$ cat src/rtl/frogger_pkg.sv
// frogger_pkg: definitions shared by the Frogger game controller, car-movement
// and renderer blocks.
//   state_e          game state encodings (ATTRACT..OVER)
//   SCREEN_W/H       visible screen size in pixels
//   SPRITE_SZ        frog / car sprite edge in pixels
//   SPAWN_X/Y        frog spawn point (bottom row, horizontally centred)
//   LIVES_INIT       lives at the start of a game
//   MV_*             bit positions of the one-hot move request {Up,Down,Left,Right}
package frogger_pkg;

  typedef enum logic [2:0] {
    ST_ATTRACT = 3'd0,
    ST_PLAY    = 3'd1,
    ST_HIT     = 3'd2,
    ST_WIN     = 3'd3,
    ST_OVER    = 3'd4
  } state_e;

  localparam int SCREEN_W  = 640;
  localparam int SCREEN_H  = 480;
  localparam int SPRITE_SZ = 16;
  localparam int SPAWN_X   = SCREEN_W / 2 - SPRITE_SZ / 2;
  localparam int SPAWN_Y   = SCREEN_H - SPRITE_SZ;

  localparam logic [1:0] LIVES_INIT = 2'd3;

  localparam int MV_UP    = 3;
  localparam int MV_DOWN  = 2;
  localparam int MV_LEFT  = 1;
  localparam int MV_RIGHT = 0;

endpackage

$ cat src/rtl/frogger_game_ctrl_if.sv
// frogger_game_ctrl_if: frame strobe, player/renderer inputs and game-state
// outputs of the Frogger game controller.
//   master: the controller (samples i_*, drives o_*)
//   slave : the surrounding VGA/switch logic (drives i_*, samples o_*)
interface frogger_game_ctrl_if;

  logic       i_Frame_Tick;
  logic       i_Btn_Up;
  logic       i_Btn_Down;
  logic       i_Btn_Left;
  logic       i_Btn_Right;
  logic       i_Collision;
  logic [9:0] o_Frog_X;
  logic [9:0] o_Frog_Y;
  logic [1:0] o_Lives;
  logic [7:0] o_Score;
  logic [2:0] o_State;
  logic       o_Car_En;
  logic [2:0] o_Car_Speed;

  modport master (
    input  i_Frame_Tick, i_Btn_Up, i_Btn_Down, i_Btn_Left, i_Btn_Right, i_Collision,
    output o_Frog_X, o_Frog_Y, o_Lives, o_Score, o_State, o_Car_En, o_Car_Speed
  );

  modport slave (
    output i_Frame_Tick, i_Btn_Up, i_Btn_Down, i_Btn_Left, i_Btn_Right, i_Collision,
    input  o_Frog_X, o_Frog_Y, o_Lives, o_Score, o_State, o_Car_En, o_Car_Speed
  );

endinterface

$ cat src/rtl/frogger_btn_edge.sv
// frogger_btn_edge: rising-edge detector for the four direction switches with
// priority encode Up > Down > Left > Right.
//   i_Clk    pixel clock
//   i_Rst_L  synchronous active-low reset
//   i_Btn    {Up, Down, Left, Right} debounced levels
//   o_Move   registered one-hot move request, high for one cycle per press
module frogger_btn_edge
  import frogger_pkg::*;
(
  input  logic       i_Clk,
  input  logic       i_Rst_L,
  input  logic [3:0] i_Btn,
  output logic [3:0] o_Move
);

  logic [3:0] btn_p0;
  logic [3:0] rise;
  logic [3:0] pick;

  always_comb begin
    rise = i_Btn & ~btn_p0;
    pick = '0;
    if (rise[MV_UP])         pick[MV_UP]    = 1'b1;
    else if (rise[MV_DOWN])  pick[MV_DOWN]  = 1'b1;
    else if (rise[MV_LEFT])  pick[MV_LEFT]  = 1'b1;
    else if (rise[MV_RIGHT]) pick[MV_RIGHT] = 1'b1;
  end

  // p0 -> p1: previous levels and encoded request
  always_ff @(posedge i_Clk) begin
    if (!i_Rst_L) begin
      btn_p0 <= '0;
      o_Move <= '0;
    end else begin
      btn_p0 <= i_Btn;
      o_Move <= pick;
    end
  end

endmodule

$ cat src/rtl/frogger_game_ctrl.sv
// frogger_game_ctrl: Frogger game sequencer. Owns frog position, lives, score
// and game state; advances once per video frame on i_Frame_Tick.
//   i_Clk    pixel clock (single domain)
//   i_Rst_L  synchronous active-low reset
//   gif      frogger_game_ctrl_if.master: frame tick, buttons, collision in;
//            frog X/Y, lives, score, state, car enable, car speed out
// Build option: FROGGER_SPEEDUP_EN makes o_Car_Speed = 1 + min(score/4, 6);
// without it o_Car_Speed is a constant 1.
module frogger_game_ctrl
  import frogger_pkg::*;
#(
  parameter int STEP       = SPRITE_SZ,
  parameter int START_X    = SPAWN_X,
  parameter int START_Y    = SPAWN_Y,
  parameter int MAX_X      = SCREEN_W - SPRITE_SZ,
  parameter int GOAL_Y     = SPRITE_SZ,
  parameter int HIT_FRAMES = 60
) (
  input  logic                 i_Clk,
  input  logic                 i_Rst_L,
  frogger_game_ctrl_if.master  gif
);

  localparam logic [9:0] X_HOME   = 10'(START_X);
  localparam logic [9:0] Y_HOME   = 10'(START_Y);
  localparam logic [9:0] X_MAX    = 10'(MAX_X);
  localparam logic [9:0] Y_GOAL   = 10'(GOAL_Y);
  localparam logic [5:0] HIT_LAST = 6'(HIT_FRAMES - 1);

  // Move one STEP toward zero, stopping at 0.
  function automatic logic [9:0] step_dec(input logic [9:0] v);
    logic signed [11:0] d;
    d = $signed({2'b00, v}) - $signed(12'(STEP));
    return (d < 12'sd0) ? 10'd0 : d[9:0];
  endfunction

  // Move one STEP up, stopping at lim.
  function automatic logic [9:0] step_inc(input logic [9:0] v, input logic [9:0] lim);
    logic signed [11:0] s;
    s = $signed({2'b00, v}) + $signed(12'(STEP));
    return (s > $signed({2'b00, lim})) ? lim : s[9:0];
  endfunction

  function automatic logic [7:0] sat_inc(input logic [7:0] v);
    return (v == 8'hFF) ? v : v + 8'd1;
  endfunction

  logic [3:0] move_p1;

  frogger_btn_edge u_btn_edge (
    .i_Clk   (i_Clk),
    .i_Rst_L (i_Rst_L),
    .i_Btn   ({gif.i_Btn_Up, gif.i_Btn_Down, gif.i_Btn_Left, gif.i_Btn_Right}),
    .o_Move  (move_p1)
  );

  state_e     state;
  logic [9:0] frog_x;
  logic [9:0] frog_y;
  logic [1:0] lives;
  logic [7:0] score;
  logic [5:0] hit_cnt;
  logic       pend_vld;
  logic [3:0] pend_move;
  logic       coll_flag;
  logic       car_en;

  logic [3:0] eff_move;
  logic       any_press;
  logic       hit_now;
  logic       accept;
  logic       start_game;
  logic       crossing;
  logic [7:0] score_inc;
  logic [9:0] nx;
  logic [9:0] ny;

  // A request arriving on the tick cycle itself still counts as the first
  // press of the frame when nothing was pending.
  always_comb begin
    eff_move   = pend_vld ? pend_move : move_p1;
    any_press  = |eff_move;
    hit_now    = coll_flag | gif.i_Collision;
    accept     = (state == ST_ATTRACT) || (state == ST_PLAY) || (state == ST_OVER);
    score_inc  = sat_inc(score);
    nx         = frog_x;
    ny         = frog_y;
    if (eff_move[MV_UP])         ny = step_dec(frog_y);
    else if (eff_move[MV_DOWN])  ny = step_inc(frog_y, Y_HOME);
    else if (eff_move[MV_LEFT])  nx = step_dec(frog_x);
    else if (eff_move[MV_RIGHT]) nx = step_inc(frog_x, X_MAX);
    start_game = (state == ST_ATTRACT) && any_press;
    crossing   = (state == ST_PLAY) && !hit_now && (ny < Y_GOAL);
  end

  always_ff @(posedge i_Clk) begin
    if (!i_Rst_L) begin
      state     <= ST_ATTRACT;
      frog_x    <= X_HOME;
      frog_y    <= Y_HOME;
      lives     <= LIVES_INIT;
      score     <= '0;
      hit_cnt   <= '0;
      pend_vld  <= 1'b0;
      pend_move <= '0;
      coll_flag <= 1'b0;
      car_en    <= 1'b1;
    end else if (gif.i_Frame_Tick) begin
      pend_vld  <= 1'b0;
      pend_move <= '0;
      coll_flag <= 1'b0;
      case (state)
        ST_ATTRACT: begin
          if (start_game) begin
            state <= ST_PLAY;
            lives <= LIVES_INIT;
            score <= '0;
          end
        end
        ST_PLAY: begin
          if (hit_now) begin
            state   <= ST_HIT;
            hit_cnt <= '0;
            car_en  <= 1'b0;
          end else begin
            frog_x <= nx;
            frog_y <= ny;
            if (crossing) begin
              state <= ST_WIN;
              score <= score_inc;
            end
          end
        end
        ST_HIT: begin
          if (hit_cnt == HIT_LAST) begin
            lives <= lives - 2'd1;
            if (lives == 2'd1) begin
              state <= ST_OVER;
            end else begin
              state  <= ST_PLAY;
              frog_x <= X_HOME;
              frog_y <= Y_HOME;
              car_en <= 1'b1;
            end
          end else begin
            hit_cnt <= hit_cnt + 6'd1;
          end
        end
        ST_WIN: begin
          state  <= ST_PLAY;
          frog_x <= X_HOME;
          frog_y <= Y_HOME;
        end
        ST_OVER: begin
          if (any_press) begin
            state  <= ST_ATTRACT;
            frog_x <= X_HOME;
            frog_y <= Y_HOME;
            car_en <= 1'b1;
          end
        end
        default: begin
          state  <= ST_ATTRACT;
          car_en <= 1'b1;
        end
      endcase
    end else begin
      // Only the first press of a frame is held; HIT/WIN drop presses.
      if (accept && !pend_vld && (|move_p1)) begin
        pend_vld  <= 1'b1;
        pend_move <= move_p1;
      end
      if ((state == ST_PLAY) && gif.i_Collision) coll_flag <= 1'b1;
    end
  end

`ifdef FROGGER_SPEEDUP_EN
  function automatic logic [2:0] speed_of(input logic [7:0] s);
    logic [5:0] q;
    q = s[7:2];
    return (q > 6'd6) ? 3'd7 : 3'(q + 6'd1);
  endfunction

  logic [2:0] car_speed;

  // Tracks score: back to 1 on a new game, re-derived on every crossing.
  always_ff @(posedge i_Clk) begin
    if (!i_Rst_L) begin
      car_speed <= 3'd1;
    end else if (gif.i_Frame_Tick && start_game) begin
      car_speed <= 3'd1;
    end else if (gif.i_Frame_Tick && crossing) begin
      car_speed <= speed_of(score_inc);
    end
  end

  assign gif.o_Car_Speed = car_speed;
`else
  assign gif.o_Car_Speed = 3'd1;
`endif

  assign gif.o_Frog_X = frog_x;
  assign gif.o_Frog_Y = frog_y;
  assign gif.o_Lives  = lives;
  assign gif.o_Score  = score;
  assign gif.o_State  = state;
  assign gif.o_Car_En = car_en;

endmodule

$ cat src/flat_wrapper.sv
// flat-port wrapper written by rule: the top's interface ports become plain ports
module frogger_game_ctrl_flat import frogger_pkg::*;
#(
  parameter int STEP       = SPRITE_SZ,
  parameter int START_X    = SPAWN_X,
  parameter int START_Y    = SPAWN_Y,
  parameter int MAX_X      = SCREEN_W - SPRITE_SZ,
  parameter int GOAL_Y     = SPRITE_SZ,
  parameter int HIT_FRAMES = 60
)
  (i_Clk, i_Rst_L, gif_i_Frame_Tick, gif_i_Btn_Up, gif_i_Btn_Down, gif_i_Btn_Left, gif_i_Btn_Right, gif_i_Collision, gif_o_Frog_X, gif_o_Frog_Y, gif_o_Lives, gif_o_Score, gif_o_State, gif_o_Car_En, gif_o_Car_Speed);
  frogger_game_ctrl_if gif_i ();
  input  logic i_Clk;
  input  logic i_Rst_L;
  input wire logic [$bits(gif_i.i_Frame_Tick)-1:0] gif_i_Frame_Tick;
  input wire logic [$bits(gif_i.i_Btn_Up)-1:0] gif_i_Btn_Up;
  input wire logic [$bits(gif_i.i_Btn_Down)-1:0] gif_i_Btn_Down;
  input wire logic [$bits(gif_i.i_Btn_Left)-1:0] gif_i_Btn_Left;
  input wire logic [$bits(gif_i.i_Btn_Right)-1:0] gif_i_Btn_Right;
  input wire logic [$bits(gif_i.i_Collision)-1:0] gif_i_Collision;
  output wire logic [$bits(gif_i.o_Frog_X)-1:0] gif_o_Frog_X;
  output wire logic [$bits(gif_i.o_Frog_Y)-1:0] gif_o_Frog_Y;
  output wire logic [$bits(gif_i.o_Lives)-1:0] gif_o_Lives;
  output wire logic [$bits(gif_i.o_Score)-1:0] gif_o_Score;
  output wire logic [$bits(gif_i.o_State)-1:0] gif_o_State;
  output wire logic [$bits(gif_i.o_Car_En)-1:0] gif_o_Car_En;
  output wire logic [$bits(gif_i.o_Car_Speed)-1:0] gif_o_Car_Speed;
  assign gif_i.i_Frame_Tick = gif_i_Frame_Tick;
  assign gif_i.i_Btn_Up = gif_i_Btn_Up;
  assign gif_i.i_Btn_Down = gif_i_Btn_Down;
  assign gif_i.i_Btn_Left = gif_i_Btn_Left;
  assign gif_i.i_Btn_Right = gif_i_Btn_Right;
  assign gif_i.i_Collision = gif_i_Collision;
  assign gif_o_Frog_X = gif_i.o_Frog_X;
  assign gif_o_Frog_Y = gif_i.o_Frog_Y;
  assign gif_o_Lives = gif_i.o_Lives;
  assign gif_o_Score = gif_i.o_Score;
  assign gif_o_State = gif_i.o_State;
  assign gif_o_Car_En = gif_i.o_Car_En;
  assign gif_o_Car_Speed = gif_i.o_Car_Speed;
  frogger_game_ctrl #(.STEP(STEP), .START_X(START_X), .START_Y(START_Y), .MAX_X(MAX_X), .GOAL_Y(GOAL_Y), .HIT_FRAMES(HIT_FRAMES)) u_core (.i_Clk(i_Clk), .i_Rst_L(i_Rst_L), .gif(gif_i));
endmodule
$ cat config.mk
export PLATFORM = sky130hd
export DESIGN_NAME = frogger_game_ctrl_flat
export DESIGN_NICKNAME = d
export VERILOG_FILES = /design/src/rtl/frogger_pkg.sv /design/src/rtl/frogger_game_ctrl_if.sv /design/src/rtl/frogger_btn_edge.sv /design/src/rtl/frogger_game_ctrl.sv /design/src/flat_wrapper.sv
export SDC_FILE = /design/constraint.sdc
export NUM_CORES = 1
export LEC_CHECK = 0
export CORE_ASPECT_RATIO = 1.2
export CORE_UTILIZATION = 49
export CTS_CLUSTER_DIAMETER = 200
export CTS_CLUSTER_SIZE = 28
export DETAILED_ROUTE_END_ITERATION = 6
export GPL_ROUTABILITY_DRIVEN = 0
export PLACE_DENSITY = 0.83
export RECOVER_POWER = 100
export SLEW_MARGIN = 40
export SYNTH_ARGS = -nofsm -noshare
export SYNTH_HDL_FRONTEND = slang
export SYNTH_HIERARCHICAL = 1
export SYNTH_SLANG_ARGS = --single-unit
$ cat constraint.sdc
create_clock -name i_Clk -period 2.8 [get_ports i_Clk]
set_input_delay 0.56 -clock i_Clk [delete_from_list [all_inputs] [get_ports i_Clk]]
set_output_delay 0.56 -clock i_Clk [all_outputs]
set_load 0.1 [all_outputs]
Word level (Yosys, flattened, before mapping)
Cells that the tools add are included.
{"block": "classes", "addsub": 7, "multipliers": 0, "div": 0, "magnitude_cmp": 5, "eq_ne": 20, "n_shift": 0, "n_mux": 48, "bitwise": 5, "reduce_logical": 29}
{"cell": "two-way mux 10 bit", "n": 18}
{"cell": "case mux 10 bit (4 select lines)", "n": 2}
{"cell": "two-way mux 8 bit", "n": 4}
{"cell": "less-than comparator 12 x 1 -> 1 bit (second input constant)", "n": 2}
{"cell": "adder 10 x 5 -> 11 bit (second input constant)", "n": 2}
{"cell": "subtractor 10 x 5 -> 11 bit (second input constant)", "n": 2}
{"cell": "two-way mux 3 bit", "n": 6}
{"cell": "AND reduction 6 bit", "n": 3}
{"cell": "case mux 8 bit (2 select lines)", "n": 1}
{"cell": "case mux 3 bit (5 select lines)", "n": 1}
{"cell": "> comparator 12 x 10 -> 1 bit (second input constant)", "n": 1}
{"cell": "> comparator 12 x 11 -> 1 bit (second input constant)", "n": 1}
{"cell": "two-way mux 6 bit", "n": 2}
{"cell": "inequality test 2 bit (second input constant)", "n": 6}
{"cell": "case mux 6 bit (2 select lines)", "n": 1}
{"cell": "OR reduction 4 bit", "n": 3}
{"cell": "less-than comparator 10 x 5 -> 1 bit (second input constant)", "n": 1}
{"cell": "inequality test 2 x 1 -> 1 bit (second input constant)", "n": 5}
{"cell": "AND reduction 9 bit", "n": 1}
{"cell": "adder 8 x 1 -> 8 bit (second input constant)", "n": 1}
{"cell": "== test 8 bit (second input constant)", "n": 1}
{"cell": "two-way mux 1 bit", "n": 8}
{"cell": "AND reduction 4 bit", "n": 2}
{"cell": "adder 6 x 1 -> 6 bit (second input constant)", "n": 1}
{"cell": "24 further kinds", "n": 39}
{"block": "totals", "reg_bits": 54, "latchBits": 0, "ram_bits": 0, "romBits": 0, "in_bits": 8, "wordCells": 129, "memories": 0}

Longest topological paths before layout
Gate-level depths: netlist of run 1.
{"block": "logic_depth", "ltp_word": 10, "depth_mapped": 12}

Hierarchy
Netlist of run 1, hierarchy kept.
{"mod": "frogger_game_ctrl", "n_inst": 1, "cells_each": 362, "area_each_um2": 2806.4}
{"mod": "frogger_btn_edge", "n_inst": 1, "cells_each": 20, "area_each_um2": 255.2}

Least setup slack after synthesis of run 1
No wires, ideal clock.
{"block": "synth_path", "kind": "register -> register", "startpoint": "register u_core.frog_y[4], in the netlist u_core/gif.o_Frog_Y[4]", "endpoint": "register u_core.score[3], in the netlist u_core/gif.o_Score[3]", "setup_ps": 73, "arrival_ps": 3438, "t_required_ps": 2727, "slack_ps": -711, "stages_incl_launch_ff": 13, "path_cell_list": "dfxtp_1 > buf_6 > inv_1 > ha_1 > or2b_1 > a31oi_1 > o211ai_2 > o221a_4 > nor4b_4 > a31oi_2 > buf_6 > or3_1 > a21oi_1"}
{"block": "synth_via", "elab_chain_len": 9}
{"item": "start, declared", "line": "frogger_game_ctrl.sv:59", "rtl": "logic [9:0] frog_y;"}
{"item": "start signal, assigned", "line": "frogger_game_ctrl.sv:127", "rtl": "frog_y <= ny;"}
{"item": "adder 10 x 5 -> 11 bit", "line": "frogger_game_ctrl.sv:40", "rtl": "s = $signed({2'b00, v}) + $signed(12'(STEP));"}
{"item": "> comparator 12 x 10 -> 1 bit", "line": "frogger_game_ctrl.sv:41", "rtl": "return (s > $signed({2'b00, lim})) ? lim : s[9:0];"}
{"item": "two-way mux 10 bit", "line": "frogger_game_ctrl.sv:41"}
{"item": "two-way mux 10 bit", "line": "frogger_game_ctrl.sv:89", "rtl": "else if (eff_move[MV_DOWN]) ny = step_inc(frog_y, Y_HOME);"}
{"item": "two-way mux 10 bit *", "line": "frogger_game_ctrl.sv:88", "rtl": "if (eff_move[MV_UP]) ny = step_dec(frog_y);"}
{"item": "less-than comparator 10 x 5 -> 1 bit *", "line": "frogger_game_ctrl.sv:93", "rtl": "crossing = (state == ST_PLAY) && !hit_now && (ny < Y_GOAL);"}
{"item": "logical AND 1 bit *", "line": "frogger_game_ctrl.sv:93"}
{"item": "inequality test 2 x 1 -> 1 bit (no source line) *"}
{"item": "AND reduction 6 bit (no source line) *"}
{"item": "end signal, assigned", "line": "frogger_game_ctrl.sv:130", "rtl": "score <= score_inc;"}
{"item": "end, declared", "line": "frogger_game_ctrl.sv:61", "rtl": "logic [7:0] score;"}
Every way passes the cells marked *; elsewhere a longest branch is shown, timed or not.
A chain may end at the register's enable or synchronous reset.

Final worst setup path of run 1
{"block": "layout_path", "startpoint": "register u_core.frog_y[5], in the netlist u_core/gif.o_Frog_Y[5]", "endpoint": "register u_core.score[7], in the netlist u_core/gif.o_Score[7]"}
Same word-level chain as after synthesis.

==> results.md, run 1 <==
* First drt pass iteration count at 4
* Setup violators final at 0
* Starting Density at 50.6%
* CP required at 3030 ps
* XOR/XNOR Fraction of Synth Area at 1.43%
* Post-synth top area share at 30.7%
* Gr ovfl total at 0
* Dpl cells at 497
* Leading post-synthesis cells by cell area: dfxtp_1, nand2_1, nor2_1
* Final hold vios at 0
* Synth Area in Adders at 3.68%
* Via density at 5.64
* CTS Root Cell: clkbuf_8
* Clock Sinks at 47
* Worst min path class: flop to flop
* Inserted Clock Buffers at 5
* Reg power frac at 48.6%
* Sw frac at 34.6%
* Pint at 0.000967 W
* Worst Setup End Kind: flop
* PortBufs at 34
* Post-synthesis compound-gate area fraction at 21.9%
* Max frequency at 365 MHz
* Status: finished clean
* 1st-iter DRT viols at 136
* Fin cells at 510
* Clk Latency, worst-skew pair at 290 ps
* First-pass GRT wire length at 11100 µm
* Number of diodes at 0
* Pleak at 1.29 nW
* Largest net degree at the start of global routing at 17
* Final worst-path cycle share at 97.8%
* Final setup margin at 61.0 ps
* Area growth syn-to-layout at 14.5%
* DP Area at 3470 µm²
* Num rows at 31
* DRC at 0
* Total wire length at 6930 µm
* CTS tree: done
* Routed WL per cell at 13.6 µm
* Crit Path Max Fanout at 8
* Yosys reg bits at 47
* Power Density at 422 nW/µm²
* Seq/Total Area, Yosys at 30.7%
* Sw Pwr at 0.000513 W
* Number of enable flip-flop cells after synthesis at 0
* Dominant cell type by area after synthesis: dfxtp_1
* Die H at 88.6 µm
* Max IR drop VDD at 0.310 mV
* Clock share of power at 25.7%
* CTS H-Tree Depth at 2
* Mux cell area share after synthesis at 4.17%
* Die area at 6570 µm²
* Mean Syn Cell Area at 8.01 µm²
* Layout cells sized above 1 at 13.3%
* Detail Route Antenna Nets at 0
* Io pins at 45
* Filler cells at 600
* Combinational power share at 25.7%
* Reg clk slew, reported paths at 80 ps
* Tot Pwr at 0.00148 W
* Post-DP HPWL at 5110 µm
* Vias in the first global route at 2513
* Die W at 74.2 µm
* CP arrival at 2970 ps
* Final Max Slew Viols at 0
* Synth Warn # at 6
* Core region area at 6050 µm²
* Startpoint Class: flop
* Largest family of logic cells by synthesized area: simple AND/OR/NAND/NOR gates
* Finished Cell Area at 3510 µm²
* Worst Skew at 7.00 ps
* Synth Instances at 382
* Rel. slew slack at 21.0%
* Post-Place Worst Slack at 65.9 ps
* Max cap viols at 0
* RSZ-0062 raised after global routing: true
* Synth cell types at 73
* Worst setup path class: flop to flop
* Worst-Margin Slew at 1190 ps
* DR vias at 2874
* Bufs on Longest Clock Path at 2
* GR Util All Layers at 21.6%
* Ys flop type: dfxtp_1
* Initial antenna violation count at 0
* Post-synth ARST share at 0%
* Synth Cell Area at 3060 µm²
* Layout Nets at 445
* Final min period at 2740 ps
* Area share of and/or/nand/nor cells after synthesis at 30.6%
## stage by stage
stage	utilization (%)	setup TNS (ps)	hold slack [ps]
after floorplan	-	-25.5	393
after global placement	57.3	0	395
after detailed placement	57.3	0	410
after CTS	58.6	0	417
after global routing	58.0	-372	406
final	58.0	0	397
## critical path, cell delays in order, from the launching register on
cell and delay [ps]:
dfxtp_4 390, inv_4 50, ha_4 230, or2b_1 230, a31oi_1 190, o211ai_2 150, buf_4 170, o22ai_2 140
nor4b_4 310, a31oi_4 180, or4b_1 490, a21oi_1 150
## cells in the mapped netlist (4+ instances only)
master	count
inv_1	12
and2_1	10
and3b_1	4
and3_1	5
nor3_1	8
buf_4	10
nand4_1	4
nor3b_1	4
buf_2	4
dfxtp_1	47
nand2_1	39
or3_1	4
nor2_1	35
nand2b_1	12
ha_1	9
a31oi_1	8
nor2b_1	9
or4_1	5
nand3_1	6
o211ai_1	4
a21oi_1	26
clkbuf_1	11
o21ai_0	19
mux2i_1	8
## cells in the final DEF, fill, tap and decap left out, types with 5 or more instances in the layout
cell,synthesis,routed
nand3_1,6,7
nand2b_1,12,12
clkdlybuf4s50_1,0,6
nor2_1,35,35
mux2i_1,8,8
dfxtp_1,47,41
inv_1,12,10
and2_1,10,6
a31oi_1,8,8
conb_1,2,10
or4_1,5,5
nor3_1,8,8
and3_1,5,5
nand2_1,39,38
clkbuf_1,11,31
nor2b_1,9,8
buf_4,10,23
clkbuf_8,0,5
ha_1,9,7
a21oi_1,26,26
o21ai_0,19,20
## state kept, by name, indices dropped and copies added, names as in the netlist
name / cells
u_core/gif.o_Lives: 2
u_core/gif.o_Frog_Y: 6
u_core/pend_move: 4
u_core/hit_cnt: 6
u_core/gif.o_Car_En: 1
u_core/gif.o_Score: 8
u_core/gif.o_State: 3
u_core/u_btn_edge/btn_p0: 4
u_core/pend_vld: 1
u_core/gif.o_Frog_X: 7
u_core/u_btn_edge/o_Move: 4
u_core/coll_flag: 1
## path summary, 6_finish.rpt
| kind | from | slack (ps) | depth (start not counted) | to |
|---|---|---|---|---|
| worst min register to register | u_core/u_btn_edge/btn_p0[0] | 400 | 1 | u_core/u_btn_edge/o_Move[0] |
| worst max register to register | u_core/gif.o_Frog_Y[5] | 60 | 11 | u_core/gif.o_Score[7] |
| worst min-delay path | u_core/u_btn_edge/btn_p0[0] | 400 | 1 | u_core/u_btn_edge/o_Move[0] |
| worst max-delay path | u_core/gif.o_Frog_Y[5] | 60 | 11 | u_core/gif.o_Score[7] |
## power by group through the flow
stage	clock network [W]	registers [W]	logic (W)
final	0.000381	0.000719	0.000380
after global routing	0.000412	0.000724	0.000408
after detailed placement	0	0.000735	0.000377
after CTS	0.000391	0.000719	0.000378
after global placement	0	0.000734	0.000369
after floorplan	0	0.000793	0.000245
## cells by family after synthesis
group	Yosys count
mux	12
xor+xnor	5
flops	47
buf+inv	41
simple gates	166
compound gates	100
other cells	2
fa+ha+maj	9
## routing by layer
layer / part of all wire, % / routed length [µm] / track usage [%] / up-vias
met4: 1.4 / 95 / 8.39 / 0
met2: 51 / 3540 / 38.9 / 57
met3: 2.6 / 182 / 2.51 / 11
met5: 0 / 0 / 0 / -
li1: - / - / - / 1446
met1: 45 / 3120 / 26.0 / 1360
## area by class of cell
type                            count  area, µm²  area share, %
Multi-Input combinational cell    302       1970           56.1
Sequential cell                    47        953           27.2
Timing Repair Buffer               60        357           10.2
Tap cell                           82        103           2.93
Clock buffer                        7       76.3           2.18
Inverter                           12       50.0           1.43
## timing repair
| item | in CTS | in global routing |
|---|---|---|
| hold buffers | 0 | 0 |
| endpoints found under the setup margin | 0 | 7 |
| gates resized for setup | 0 | 8 |
| buffers inserted | 0 | 6 |
Power figures use the tool's default switching activity.
==> run 2, diff against run 1 <==
--- a/config.mk
+++ b/config.mk
@@ -5,14 +5,11 @@
 export SDC_FILE = /design/constraint.sdc
 export NUM_CORES = 1
 export LEC_CHECK = 0
-export CORE_ASPECT_RATIO = 1.2
 export CORE_UTILIZATION = 49
 export CTS_CLUSTER_DIAMETER = 200
-export CTS_CLUSTER_SIZE = 28
 export DETAILED_ROUTE_END_ITERATION = 6
 export GPL_ROUTABILITY_DRIVEN = 0
 export PLACE_DENSITY = 0.83
-export RECOVER_POWER = 100
 export SLEW_MARGIN = 40
 export SYNTH_ARGS = -nofsm -noshare
 export SYNTH_HDL_FRONTEND = slang
==> run 2 against run 1 <==
Compared with the run above:
- combinational power rose by 4%
- critical path depth unchanged
- clock skew is 1.3 ps higher
- utilization grew 3.0 points
- first-iteration DRC count grew 26%
- via count rose by 2.5%
- worst setup slack got worse by 57 ps
- largest cell class unchanged
==> results.md, run 2 (synthesis results as in run 1) <==
* Status: finished clean
* Final hold vios at 0
* CP Cell Sequence: inv_4, ha_4, or2b_1, a31oi_1, o211ai_2, o221a_4, nor4b_4, a31oi_4, buf_6, or3_4, a21oi_2
* First-pass GRT wire length at 11800 µm
* First drt pass iteration count at 4
* CTS Root Cell: clkbuf_8
* Num rows at 28
* DR vias at 2946
* CTS H-Tree Depth at 2
* CP required at 3040 ps
* Worst-Margin Slew at 810 ps
* Layout cells sized above 1 at 22.3%
* Io pins at 45
* Core region area at 5990 µm²
* Final Max Slew Viols at 0
* Commonest non-fill, non-tap cell in the layout: buf_4
* 1st-iter DRT viols at 171
* Die area at 6570 µm²
* Detail Route Antenna Nets at 0
* Worst Skew at 8.26 ps
* Share of the core filled with cells at 61.0%
* Vias in the first global route at 2608
* Largest net degree at the start of global routing at 17
* Via density at 5.88
* Post-DP HPWL at 5090 µm
* Gr ovfl total at 0
* PortBufs at 34
* Clk Latency, worst-skew pair at 300 ps
* Reg clk slew, reported paths at 80 ps
* Max cap viols at 0
* Pleak at 1.42 nW
* Clock Sinks at 47
* Bufs on Longest Clock Path at 2
* Area growth syn-to-layout at 19.4%
* Final min period at 2800 ps
* Die H at 81.0 µm
* Initial antenna violation count at 0
* CP arrival at 3030 ps
* Power Density at 425 nW/µm²
* Crit Path Max Fanout at 7
* Crit path largest cell delay at 380 ps
* Total wire length at 7150 µm
* GR Util All Layers at 22.9%
* Starting Density at 51.1%
* Inserted Clock Buffers at 5
* Worst Setup End Kind: flop
* Most frequent cells in the layout: buf_4, dfxtp_1, nand2_1, nor2_1, a21oi_1
* Largest register FFs at 8
* RSZ-0062 raised after global routing: true
* Setup violators final at 0
* Startpoint Class: flop
* Routed WL per cell at 14.3 µm
* Number of diodes at 0
* CTS tree: done
* Die W at 81.0 µm
* Worst setup path class: flop to flop
* Rel. slew slack at 45.3%
* Worst min path class: flop to flop
* R2R Setup Slk at 4 ps
* DRC at 0
* DP Area at 3440 µm²
* Layout Nets at 442
* Final worst-path cycle share at 99.9%
* Slowest cell on the critical path: dfxtp_4
* Max frequency at 358 MHz
* Finished Cell Area at 3650 µm²
* Max IR drop VDD at 0.315 mV
run 2: worst paths after layout:
kind,from,end,cells past startpoint
max,u_core/gif.o_Frog_Y[5],u_core/gif.o_Score[3],11
min,u_core/u_btn_edge/btn_p0[0],u_core/u_btn_edge/o_Move[0],1
max reg2reg,u_core/gif.o_Frog_Y[5],u_core/gif.o_Score[3],11
min reg2reg,u_core/u_btn_edge/btn_p0[0],u_core/u_btn_edge/o_Move[0],1
run 2: final cells by class:
type	count	area [µm²]
timing repair buffer	57	449
tap	75	93.8
sequential	47	953
fill	523	2340
multi-input combinational	302	2010
clock buffer	8	100
inverter	12	50.0
run 2: layer usage:
metal / vias up / part of all wire [%] / track usage (%)
met5: - / 0 / 0
li1: 1442 / - / -
met3: 8 / 4.2 / 3.82
met4: 0 / 1.0 / 7.86
met2: 108 / 51 / 39.1
met1: 1388 / 44 / 29.2
run 2: critical path: cells and delay by family, from the launching register on:
family	cells	cell delay [ps]
and+or+nand+nor	3	970
adders and majority gates	1	230
AOI/OAI and AO/OA	5	960
buffers and inverters	2	220
DFF	1	380
run 2: repair_timing:
item | 4_1_cts | 5_1_grt
gates cloned | 0 | 0
resized for setup | 5 | 12
buffers inserted | 4 | 1
setup endpoints to repair | 1 | 8
hold buffers | 0 | 0
pin swaps | 3 | 7
run 2: report_power, final:
part | total (W) | internal [W] | leakage, nW | switching (W)
sequential | 0.000721 | 0.000686 | 0.382 | 0.0000348
combinational | 0.000394 | 0.000120 | 0.990 | 0.000274
clock | 0.000439 | 0.000225 | 0.0515 | 0.000213
run 2: stage by stage:
| step | worst slack (ps) | instances | TNS, ps | hold WS, ps | total power, W |
|---|---|---|---|---|---|
| after floorplan | -12.7 | 390 | -25.5 | 393 | 0.00104 |
| after global placement | 116 | 488 | 0 | 395 | 0.00110 |
| after detailed placement | -1.30 | 488 | -1.30 | 411 | 0.00111 |
| after CTS | 11.0 | 500 | 0 | 421 | 0.00156 |
| after global routing | -74.5 | 501 | -379 | 432 | 0.00163 |
| final | 3.76 | 501 | 0 | 418 | 0.00155 |
